### src/rtl/mfp_eic_input_filter_pkg.sv
// Shared encodings and defaults for the EIC input conditioning block.
package mfp_eic_input_filter_pkg;

  typedef enum logic [1:0] {
    S_LOW      = 2'd0,
    S_CHK_HIGH = 2'd1,
    S_HIGH     = 2'd2,
    S_CHK_LOW  = 2'd3
  } deb_state_e;

  localparam int DEF_CHANNELS        = 8;
  localparam int DEF_SYNC_STAGES     = 2;
  localparam int DEF_DEBOUNCE_CYCLES = 4;

  function automatic int clog2(input int v);
    int r;
    r = 0;
    while ((1 << r) < v) r = r + 1;
    return r;
  endfunction

endpackage

### src/rtl/mfp_eic_filter_channel.sv
// One interrupt channel: synchronizer, debounce FSM and rising-edge detect.
module mfp_eic_filter_channel
  import mfp_eic_input_filter_pkg::*;
#(
  parameter int SYNC_STAGES     = DEF_SYNC_STAGES,
  parameter int DEBOUNCE_CYCLES = DEF_DEBOUNCE_CYCLES
) (
  input  logic clk_i,
  input  logic rst_ni,
  input  logic raw_i,
  input  logic level_i,
  output logic s_o,
  output logic filt_o,
  output logic rise_o
);

  localparam int CW = clog2(DEBOUNCE_CYCLES + 1);
  localparam logic [CW-1:0] CNT_ONE  = CW'(1);
  localparam logic [CW-1:0] CNT_LAST = CW'(DEBOUNCE_CYCLES - 1);

  logic [SYNC_STAGES-1:0] sync_q;
  deb_state_e             state_q;
  logic [CW-1:0]          cnt_q;
  logic                   filt_q;
  logic                   prev_q;
  logic                   s;

  always_ff @(posedge clk_i) begin
    if (!rst_ni) sync_q <= '0;
    else         sync_q <= {sync_q[SYNC_STAGES-2:0], raw_i};
  end

  assign s = sync_q[SYNC_STAGES-1];

  // The counter tracks consecutive samples at the new level; a single
  // sample back at the old level drops back to the settled state.
  always_ff @(posedge clk_i) begin
    if (!rst_ni) begin
      state_q <= S_LOW;
      cnt_q   <= '0;
      filt_q  <= 1'b0;
    end else begin
      case (state_q)
        S_LOW: if (s) begin
          if (DEBOUNCE_CYCLES == 1) begin
            state_q <= S_HIGH;
            filt_q  <= 1'b1;
          end else begin
            state_q <= S_CHK_HIGH;
            cnt_q   <= CNT_ONE;
          end
        end
        S_CHK_HIGH: begin
          if (!s) begin
            state_q <= S_LOW;
            cnt_q   <= '0;
          end else if (cnt_q == CNT_LAST) begin
            state_q <= S_HIGH;
            filt_q  <= 1'b1;
            cnt_q   <= '0;
          end else begin
            cnt_q <= cnt_q + CNT_ONE;
          end
        end
        S_HIGH: if (!s) begin
          if (DEBOUNCE_CYCLES == 1) begin
            state_q <= S_LOW;
            filt_q  <= 1'b0;
          end else begin
            state_q <= S_CHK_LOW;
            cnt_q   <= CNT_ONE;
          end
        end
        S_CHK_LOW: begin
          if (s) begin
            state_q <= S_HIGH;
            cnt_q   <= '0;
          end else if (cnt_q == CNT_LAST) begin
            state_q <= S_LOW;
            filt_q  <= 1'b0;
            cnt_q   <= '0;
          end else begin
            cnt_q <= cnt_q + CNT_ONE;
          end
        end
        default: begin
          state_q <= S_LOW;
          cnt_q   <= '0;
          filt_q  <= 1'b0;
        end
      endcase
    end
  end

  // level_i is the post-bypass EIC level, so bypass toggles also pulse.
  always_ff @(posedge clk_i) begin
    if (!rst_ni) prev_q <= 1'b0;
    else         prev_q <= level_i;
  end

  assign s_o    = s;
  assign filt_o = filt_q;
  assign rise_o = level_i & ~prev_q;

endmodule

### src/rtl/mfp_eic_input_filter.sv
// Conditions raw external interrupt lines before they reach EIC_input.
module mfp_eic_input_filter
  import mfp_eic_input_filter_pkg::*;
#(
  parameter int CHANNELS        = DEF_CHANNELS,
  parameter int SYNC_STAGES     = DEF_SYNC_STAGES,
  parameter int DEBOUNCE_CYCLES = DEF_DEBOUNCE_CYCLES
) (
  input  logic                HCLK,
  input  logic                HRESETn,
  input  logic [CHANNELS-1:0] raw_irq,
  input  logic [CHANNELS-1:0] bypass,
  output logic [CHANNELS-1:0] EIC_input,
  output logic [CHANNELS-1:0] irq_rise
);

  logic [CHANNELS-1:0] s_vec;
  logic [CHANNELS-1:0] filt_vec;

  assign EIC_input = (bypass & s_vec) | (~bypass & filt_vec);

  for (genvar i = 0; i < CHANNELS; i++) begin : g_ch
    mfp_eic_filter_channel #(
      .SYNC_STAGES    (SYNC_STAGES),
      .DEBOUNCE_CYCLES(DEBOUNCE_CYCLES)
    ) u_ch (
      .clk_i  (HCLK),
      .rst_ni (HRESETn),
      .raw_i  (raw_irq[i]),
      .level_i(EIC_input[i]),
      .s_o    (s_vec[i]),
      .filt_o (filt_vec[i]),
      .rise_o (irq_rise[i])
    );
  end

endmodule

### config.mk
export PLATFORM = sky130hd
export DESIGN_NAME = mfp_eic_input_filter
export DESIGN_NICKNAME = d
export VERILOG_FILES = /design/src/rtl/mfp_eic_input_filter_pkg.sv /design/src/rtl/mfp_eic_filter_channel.sv /design/src/rtl/mfp_eic_input_filter.sv
export SDC_FILE = /design/constraint.sdc
export NUM_CORES = 1
export LEC_CHECK = 0
export BUFFER_PORTS_ARGS = -buffer_cell sky130_fd_sc_hd__buf_2
export CAP_MARGIN = 25
export CELL_PAD_IN_SITES_DETAIL_PLACEMENT = 0
export CELL_PAD_IN_SITES_GLOBAL_PLACEMENT = 1
export CORE_ASPECT_RATIO = 1.25
export CORE_MARGIN = 2
export CORE_UTILIZATION = 30
export CTS_CLUSTER_SIZE = 10
export DETAILED_ROUTE_END_ITERATION = 12
export HOLD_SLACK_MARGIN = 0.05
export PLACE_DENSITY = 0.55
export SLEW_MARGIN = 25
export SYNTH_ARGS = -nofsm -noshare
export SYNTH_HDL_FRONTEND = slang
export SYNTH_SLANG_ARGS = --single-unit
### constraint.sdc
create_clock -name HCLK -period 1.8 [get_ports HCLK]
set_clock_uncertainty 0.05 [all_clocks]
set_input_delay 0.18 -clock HCLK [delete_from_list [all_inputs] [get_ports HCLK]]
set_output_delay 0.18 -clock HCLK [all_outputs]
set_load 0.02 [all_outputs]
==> results.py, run 1 <==
metrics = {
    "sta": {
        "hold_slack_ns": 0.121,
        "final_max_slew_viol_count": 0,
        "rsz0062_at_grt": "false",
        "period_share_pct": 78.1,
        "max_freq_ghz": 0.712,
        "worstMarginPinSlew_ns": 0.441,
        "setup_violations": 0,
        "hold_violations": 0,
        "finalSetupTns_ns": 0,
        "max_slew_margin_pct": 70.5,
        "period_needed_ns": 1.41,
    },
    "placement": {
        "port_buffers": 33,
        "hpwl_microns": 3220,
        "gp_congestion": 0.687,
    },
    "global_routing": {
        "grt-ovfl-total": 0,
        "grt_pass1_wl_microns": 8750,
        "use_met1_pct": 12.0,
        "gr-max-usage-layer": "met2",
        "grtUsageTotal_pct": 10.4,
        "antenna_found_initial": 0,
        "first_global_vias": 2005,
        "met3_usage_pct": 4.10,
        "use_met2_pct": 16.3,
        "grt_max_degree": 57,
    },
    "worst_setup_path": {
        "start_kind": "flop",
        "cp_data_arrival_time_ns": 1.18,
        "crit_slowest_cell": "dfxtp_1",
        "timing.rr.end": "g_ch[0].u_ch.cnt_q[1]",
        "path_cells": "mux2i_1, inv_1, buf_2",
        "end_kind": "output port",
        "r2r_cells": 3,
        "cpPeakStageDelay_ns": 0.33,
        "path_max_fanout": 4,
        "crit_type": "reg -> out",
        "worstReg2RegStart": "g_ch[0].u_ch.sync_q[1]",
        "worstPathRequired_ns": 1.57,
        "ff2ff_setup_slack_ns": 0.57,
    },
    "yosys": {
        "synthTopCellsByCount": "72 x dfxtp_1, 18 x a21oi_1, 17 x buf_4",
        "yosys.cell_count.top_type": "dfxtp_1",
        "synth-async-reset-ratio_pct": 0,
        "synth-seq-cells": 72,
        "seq_area_frac_synth_pct": 48.1,
        "synth_edf_count": 0,
        "yosys_warnings": 0,
        "synth_top_flop_cell": "dfxtp_1",
        "synth_cells": 302,
        "synth_largest_area_cell": "dfxtp_1",
        "ys_types": 28,
        "synth_top_area_share_pct": 48.1,
        "synth_fp_nets": 328,
        "syn_area_per_cell_sq_um": 9.91,
        "synth_area_leaders": "dfxtp_1 48%, buf_4 4.3%, nand3b_1 3.5%, and2_1 3.3%, ha_1 3.3%",
        "syn-cell-area_sq_mm": 0.00299,
    },
    "clocking": {
        "htree_levels": 3,
        "cts.clk_slew.worst_paths_ns": 0.05,
        "cts_sinks": 72,
        "clk_latency_ns": 0.33,
        "clock_tree.buffer_depth": 2,
        "cts_buffers": 9,
        "cts_tree": "done",
        "clock-root-buffer": "clkbuf_16",
    },
    "cells_and_area": {
        "fill_cells": 978,
        "areaGrowthSynthToFinish_pct": 19.0,
        "finalNetCount": 357,
        "drive_gt1_share_pct": 17.0,
        "antennaDiodeCount": 0,
    },
    "floorplan": {
        "die-area_sq_mm": 0.0108,
        "start_util_pct": 31.0,
        "row_count": 40,
        "pin_count": 34,
        "die_x_microns": 93.4,
        "coreArea_sq_mm": 0.00966,
        "die_height_microns": 116,
    },
    "pwr": {
        "vdd_ir_drop_max_uv": 477,
        "p_leak_nw": 1.58,
        "p_per_area_mw_per_mm2": 1030,
    },
    "routing": {
        "drtPass1Iterations": 4,
        "vias_per_cell": 4.50,
        "avgRoutedWirePerCell_microns": 10.8,
        "antenna_left": 0,
        "drt-total-wl_microns": 4970,
        "drt_iter0_drc": 94,
        "vias": 2079,
        "route.detailed.drc": 0,
    },
    "min_path": {
        "hold_end": "g_ch[4].u_ch.prev_q",
        "hold_class": "in -> reg",
        "hp-start": "bypass[4]",
        "whs_path_depth": 3,
    },
    "status": {
        "status": "completed",
    },
    "job": {
        "drv_cap": 0,
    },
}
## through the flow
step	util (%)	instances	worst slack (ns)	total power [W]	instance area, sq um
after floorplan	-	302	0.708	0.00191	2990
after global placement	33.0	438	0.631	0.00194	3180
after detailed placement	33.0	438	0.592	0.00195	3180
after CTS	36.9	462	0.362	0.00376	3560
after global routing	36.9	462	0.289	0.00387	3560
final	36.9	462	0.395	0.00368	3560
## power by group
part	switching [W]	leakage [nW]	internal (W)
combinational	0.000119	0.845	0.000112
sequential	0.0000376	0.587	0.00165
clock	0.000616	0.150	0.00114
## critical path: cells and delay by family (launching register included)
family                 cells  cell delay (ns)
buffers and inverters      2             0.23
muxes                      1             0.28
DFF                        1             0.33
## worst max-delay path by stage
stage / end / from / slack [ns]
2_1_floorplan: g_ch[0].u_ch.cnt_q[1] / flop / 0.71
3_3_place_gp: g_ch[0].u_ch.cnt_q[1] / g_ch[0].u_ch.sync_q[1] / 0.63
3_5_place_dp: g_ch[0].u_ch.cnt_q[1] / g_ch[0].u_ch.sync_q[1] / 0.59
4_1_cts: EIC_input[0] / g_ch[0].u_ch.sync_q[1] / 0.36
5_1_grt: EIC_input[0] / g_ch[0].u_ch.sync_q[1] / 0.29
6_report: EIC_input[0] / g_ch[0].u_ch.sync_q[1] / 0.39
## cell families after synthesis
| kind of cell | synth area share, % |
|---|---|
| compound gates | 13.5 |
| xor+xnor | 2.34 |
| fa+ha+maj | 3.34 |
| buf+inv | 6.39 |
| flops | 48.1 |
| mux | 2.67 |
| simple gates | 23.6 |
## layout make-up
class,instances,area (sq um),area share (%)
clock buffers,13,260,7.30
clock inverters,3,40.0,1.12
inverters,10,37.5,1.05
multi-input cells,196,1360,38.2
flip-flops and latches,72,1440,40.4
well taps,126,158,4.42
repair buffers,42,265,7.44
## routing by layer
layer | part of all wire [%] | up-vias
met4 | 2.1 | 0
met3 | 4.6 | 9
met2 | 45 | 30
li1 | - | 1094
met1 | 49 | 946
met5 | 0 | -
## timing repair
action / CTS / global route
hold buffers: 8 / 0
buffers inserted: 0 / 0
setup endpoints to repair: 0 / 0
gates resized for setup: 0 / 0
hold endpoints to repair: 8 / 0
## layout by cell type (no fill, tap or decap), types with 9 or more instances in the layout
master	instances
dfxtp_1	72
inv_1	10
a21oi_1	18
buf_2	33
nor2b_1	16
and2_1	16
nand2_1	14
nand3b_1	14
o21ai_0	10
clkbuf_16	9
(Power assumes the default switching activity.)
==> run 2: changes to the inputs <==
==> constraint.sdc (replaced) <==
create_clock -name HCLK -period 1.36 [get_ports HCLK]
set_clock_uncertainty 0.05 [all_clocks]
set_input_delay 0.136 -clock HCLK [delete_from_list [all_inputs] [get_ports HCLK]]
set_output_delay 0.136 -clock HCLK [all_outputs]
set_load 0.02 [all_outputs]
==> run 2 against run 1 <==
First-iteration DRC count decreased by 36%; core utilization about the same; count of clock-buffer cells in the layout unchanged; non-clock buffer count increased by 1; register-to-register slack got worse by 0.42 ns; largest cell class unchanged; sequential cell count unchanged.
==> results.py, run 2 (synthesis results as in run 1) <==
metrics = {
    "pwr": {
        "p_per_area_mw_per_mm2": 1290,
        "p_leak_nw": 1.55,
        "vdd_ir_drop_max_uv": 559,
        "power_w": 0.00461,
    },
    "status": {
        "status": "completed",
    },
    "sta": {
        "period_share_pct": 93.7,
        "setup_violations": 0,
        "finalSetupTns_ns": 0,
        "hold_violations": 0,
        "max_freq_ghz": 0.785,
        "worstMarginPinSlew_ns": 0.407,
        "max_slew_margin_pct": 72.8,
        "period_needed_ns": 1.27,
        "final_max_slew_viol_count": 0,
        "rsz0062_at_grt": "false",
    },
    "clocking": {
        "clk_latency_ns": 0.32,
        "cts_sinks": 72,
        "cts_tree": "done",
        "htree_levels": 3,
        "clock-root-buffer": "clkbuf_16",
        "cts_buffers": 9,
        "clock_tree.buffer_depth": 2,
        "cts.clk_slew.worst_paths_ns": 0.05,
    },
    "worst_setup_path": {
        "r2r_cells": 3,
        "crit_type": "reg -> out",
        "ff2ff_setup_slack_ns": 0.15,
        "timing.rr.end": "g_ch[0].u_ch.cnt_q[1]",
        "worstPathRequired_ns": 1.17,
        "end_kind": "output port",
        "cp_data_arrival_time_ns": 1.09,
        "path_max_fanout": 4,
        "worstReg2RegStart": "g_ch[0].u_ch.sync_q[1]",
        "start_kind": "flop",
    },
    "routing": {
        "avgRoutedWirePerCell_microns": 10.7,
        "drtPass1Iterations": 4,
        "vias_per_cell": 4.54,
        "drt-total-wl_microns": 4940,
        "route.detailed.drc": 0,
        "vias": 2094,
        "antenna_left": 0,
        "drt_iter0_drc": 60,
    },
    "global_routing": {
        "grt_max_degree": 73,
        "antenna_found_initial": 0,
        "first_global_vias": 1943,
        "grtUsageTotal_pct": 10.3,
        "grt_pass1_wl_microns": 8690,
        "grt-ovfl-total": 0,
    },
    "floorplan": {
        "start_util_pct": 31.0,
        "die_x_microns": 93.4,
        "row_count": 40,
        "die_height_microns": 116,
        "die-area_sq_mm": 0.0108,
        "pin_count": 34,
        "coreArea_sq_mm": 0.00966,
    },
    "placement": {
        "hpwl_microns": 3110,
        "port_buffers": 33,
        "gp_congestion": 0.712,
    },
    "min_path": {
        "hold_class": "in -> reg",
        "hold_end": "g_ch[7].u_ch.prev_q",
        "whs_path_depth": 3,
        "hp-start": "bypass[7]",
    },
    "cells_and_area": {
        "seq_area_sq_mm": 0.00144,
        "layout_common_cells": "70 x dfxtp_1, 33 x buf_2, 18 x a21oi_1",
        "antennaDiodeCount": 0,
        "drive_gt1_share_pct": 19.4,
        "fill_cells": 959,
        "finalNetCount": 358,
        "multi_input_area_sq_mm": 0.00140,
        "layout_commonest_cell": "dfxtp_1",
        "areaGrowthSynthToFinish_pct": 19.1,
    },
    "job": {
        "drv_cap": 0,
    },
}
[run 2: cell types whose count changed in the layout (fill, tap and decap cells not counted)]
cell / before / now
buf_4: 0 / 1
clkbuf_1: 2 / 3
dfxtp_2: 0 / 2
clkinv_2: 2 / 1
bufinv_16: 1 / 0
clkbuf_8: 2 / 1
dfxtp_1: 72 / 70
mux2i_4: 0 / 1
mux2i_2: 0 / 7
mux2i_1: 8 / 0
[run 2: power by group]
group	internal (W)	switching (W)	total, W
sequential	0.00219	0.0000567	0.00224
combinational	0.000162	0.000160	0.000322
clock	0.00126	0.000785	0.00205
[run 2: repair_timing]
item | in CTS | in global routing
endpoints found under the setup margin | 2 | 16
hold buffers | 8 | 0
setup buffers | 0 | 1
gates resized for setup | 1 | 10
endpoints found under the hold margin | 8 | 0
cloned | 0 | 0
[run 2: worst max-delay path by stage]
stage	from	end	cells after the start
finish	g_ch[2].u_ch.sync_q[1]	EIC_input[2]	3
global route	g_ch[3].u_ch.sync_q[1]	irq_rise[3]	3
CTS	g_ch[6].u_ch.sync_q[1]	irq_rise[6]	3
detailed placement	g_ch[0].u_ch.sync_q[1]	g_ch[0].u_ch.cnt_q[1]	3
global placement	g_ch[0].u_ch.sync_q[1]	g_ch[0].u_ch.cnt_q[1]	3
floorplan	flop	g_ch[0].u_ch.cnt_q[1]	3
[run 2: metrics by stage]
step,setup slack [ns],hold WS [ns],instances,instance area [sq um],utilization [%]
3_3_place_gp,0.150,0.291,438,3180,33.0
4_1_cts,0.0129,0.0767,460,3520,36.5
2_1_floorplan,0.268,0.213,302,2990,-
3_5_place_dp,0.145,0.297,438,3180,33.0
5_1_grt,0.000795,0.0640,461,3570,36.9
6_report,0.0857,0.0648,461,3570,36.9
[run 2: area by class of cell]
class                      instances  share of cell area, %
clock inverter                     1                  0.140
timing repair buffer              43                   7.65
sequential                        72                   40.5
multi-input combinational        196                   39.2
clock buffer                      13                   7.02
tap                              126                   4.42
inverter                          10                   1.05
[run 2: per-layer routing]
layer	vias up	GRT usage [%]	routed length, microns
met2	34	16.6	2230
met5	-	0	0
li1	1096	-	-
met3	9	3.32	214
met1	955	11.8	2400
met4	0	6.18	102
[run 2: critical path, stage by stage (launching register included)]
cell and delay [ns]:
dfxtp_1 0.35, mux2i_2 0.21, inv_1 0.06, buf_2 0.16
==> run 3: changes to the inputs <==
--- a/config.mk
+++ b/config.mk
@@ -6,12 +6,12 @@
 export NUM_CORES = 1
 export LEC_CHECK = 0
 export BUFFER_PORTS_ARGS = -buffer_cell sky130_fd_sc_hd__buf_2
-export CAP_MARGIN = 25
 export CELL_PAD_IN_SITES_DETAIL_PLACEMENT = 0
 export CELL_PAD_IN_SITES_GLOBAL_PLACEMENT = 1
 export CORE_ASPECT_RATIO = 1.25
 export CORE_MARGIN = 2
 export CORE_UTILIZATION = 30
+export CTS_BUF_LIST = sky130_fd_sc_hd__clkbuf_2
 export CTS_CLUSTER_SIZE = 10
 export DETAILED_ROUTE_END_ITERATION = 12
 export HOLD_SLACK_MARGIN = 0.05
==> run 3 against run 2 <==
The flow now finishes with violations (hold timing, setup timing); critical endpoint is now irq_rise[4]; wire length rose by 15%; highest routed layer unchanged; register-to-register slack got worse by 0.10 ns; maximum frequency fell by 13%.
==> results.py, run 3 (synthesis results as in run 1) <==
metrics = {
    "worst_setup_path": {
        "crit_type": "reg -> out",
        "crit_family": "flip-flops",
        "cp_data_arrival_time_ns": 1.28,
        "r2r_cells": 4,
        "path_buf_inv": 1,
        "crit_slowest_cell": "dfxtp_4",
        "end_kind": "output port",
        "worstPathRequired_ns": 1.17,
        "path_max_fanout": 4,
        "path_cells": "mux2i_4, nor2_1, buf_2",
        "start_kind": "flop",
        "cpPeakStageDelay_ns": 0.40,
        "cp.depth": 3,
    },
    "pwr": {
        "p_leak_nw": 1.66,
        "vdd_ir_drop_max_uv": 379,
        "power_w": 0.00366,
        "p_per_area_mw_per_mm2": 941,
    },
    "floorplan": {
        "coreArea_sq_mm": 0.00966,
        "die-area_sq_mm": 0.0108,
        "start_util_pct": 31.0,
        "row_count": 40,
        "die_x_microns": 93.4,
        "pin_count": 34,
        "die_height_microns": 116,
    },
    "status": {
        "status": "complete, but fails checks",
        "failed_checks": "hold timing, setup timing",
    },
    "global_routing": {
        "grt-ovfl-total": 0,
        "antenna_found_initial": 0,
        "grtUsageTotal_pct": 10.9,
        "grt_pass1_wl_microns": 9140,
        "grt_max_degree": 73,
        "first_global_vias": 2068,
    },
    "clocking": {
        "htree_levels": 3,
        "clk_latency_ns": 0.52,
        "cts.clk_slew.worst_paths_ns": 0.16,
        "clock-root-buffer": "clkbuf_2",
        "cts_sinks": 72,
        "hold_buffers": 21,
        "clock_tree.buffer_depth": 2,
        "cts_buffers": 9,
        "cts_tree": "done",
    },
    "cells_and_area": {
        "drive_gt1_share_pct": 29.3,
        "layout_commonest_cell": "dfxtp_1",
        "areaGrowthSynthToFinish_pct": 29.9,
        "seq_area_sq_mm": 0.00147,
        "finalNetCount": 392,
        "layout_common_cells": "58 x dfxtp_1, 24 x buf_2, 21 x dlygate4sd3_1",
        "antennaDiodeCount": 0,
        "final_core_util_pct": 40.3,
        "multi_input_area_sq_mm": 0.00150,
        "fill_cells": 942,
    },
    "sta": {
        "final_max_slew_viol_count": 0,
        "period_needed_ns": 1.46,
        "hold_slack_ns": -0.00491,
        "setup_violations": 16,
        "max_slew_margin_pct": 73.0,
        "finalSetupTns_ns": -1.32,
        "worstMarginPinSlew_ns": 0.404,
        "layout_setup_ws_ns": -0.104,
        "rsz0062_at_grt": "true",
        "hold_violations": 2,
        "period_share_pct": 108,
        "max_freq_ghz": 0.683,
    },
    "routing": {
        "vias": 2233,
        "drtPass1Iterations": 4,
        "drt-total-wl_microns": 5690,
        "avgRoutedWirePerCell_microns": 11.5,
        "vias_per_cell": 4.51,
        "antenna_left": 0,
        "drt_iter0_drc": 66,
        "route.detailed.drc": 0,
    },
    "placement": {
        "dp_slack_ns": 0.145,
        "gp_congestion": 0.712,
        "hpwl_microns": 3110,
        "port_buffers": 33,
    },
    "job": {
        "drv_cap": 0,
    },
    "min_path": {
        "whs_path_depth": 4,
        "hold_class": "in -> reg",
    },
}
[run 3: layout make-up]
| class | instances | area share, % |
|---|---|---|
| inverter | 10 | 0.965 |
| tap | 126 | 4.05 |
| timing repair buffer | 77 | 16.9 |
| sequential | 72 | 37.8 |
| clock buffer | 12 | 1.54 |
| clock inverter | 2 | 0.225 |
| multi-input combinational | 196 | 38.6 |
[run 3: metal layers]
metal  wire (microns)  global-route usage (%)  vias to the layer above
li1                 -                       -                     1160
met1             2660                    12.3                     1033
met2             2680                    17.7                       29
met3              167                    2.34                       11
met4              184                    9.12                        0
met5                0                       0                        -
[run 3: worst paths after layout]
kind                                              from                    end  slack, ns
worst max-delay path            g_ch[4].u_ch.sync_q[1]            irq_rise[4]      -0.10
worst min-delay path                         bypass[1]    g_ch[1].u_ch.prev_q     -0.005
worst max register to register  g_ch[0].u_ch.sync_q[1]  g_ch[0].u_ch.cnt_q[1]       0.05
worst min register to register   g_ch[6].u_ch.cnt_q[2]  g_ch[6].u_ch.cnt_q[2]       0.40
[run 3: tightest hold or removal path: cells and delay by family]
| kind | cells | cell delay (ns) |
|---|---|---|
| muxes | 1 | 0.07 |
| buffers and inverters | 2 | 0.24 |
| and+or+nand+nor | 1 | 0.08 |
[run 3: per-stage QoR]
step	cell area, sq um	cells	hold WS (ns)
after floorplan	2990	302	0.213
after global placement	3180	438	0.291
after detailed placement	3180	438	0.297
after CTS	3710	492	-0.0712
after global routing	3890	495	-0.0368
final	3890	495	-0.00491
[run 3: where the power goes]
| part | internal, W | switching (W) |
|---|---|---|
| Clock | 0.000236 | 0.000691 |
| Sequential | 0.00219 | 0.0000574 |
| Combinational | 0.000284 | 0.000204 |
| Total | 0.00271 | 0.000952 |
[run 3: timing repair]
item | CTS | global route
hold endpoints to repair | 71 | 2
pin swaps | 0 | 5
setup endpoints to repair | 16 | 22
cloned | 0 | 2
gates resized for setup | 37 | 25
setup buffers | 19 | 1
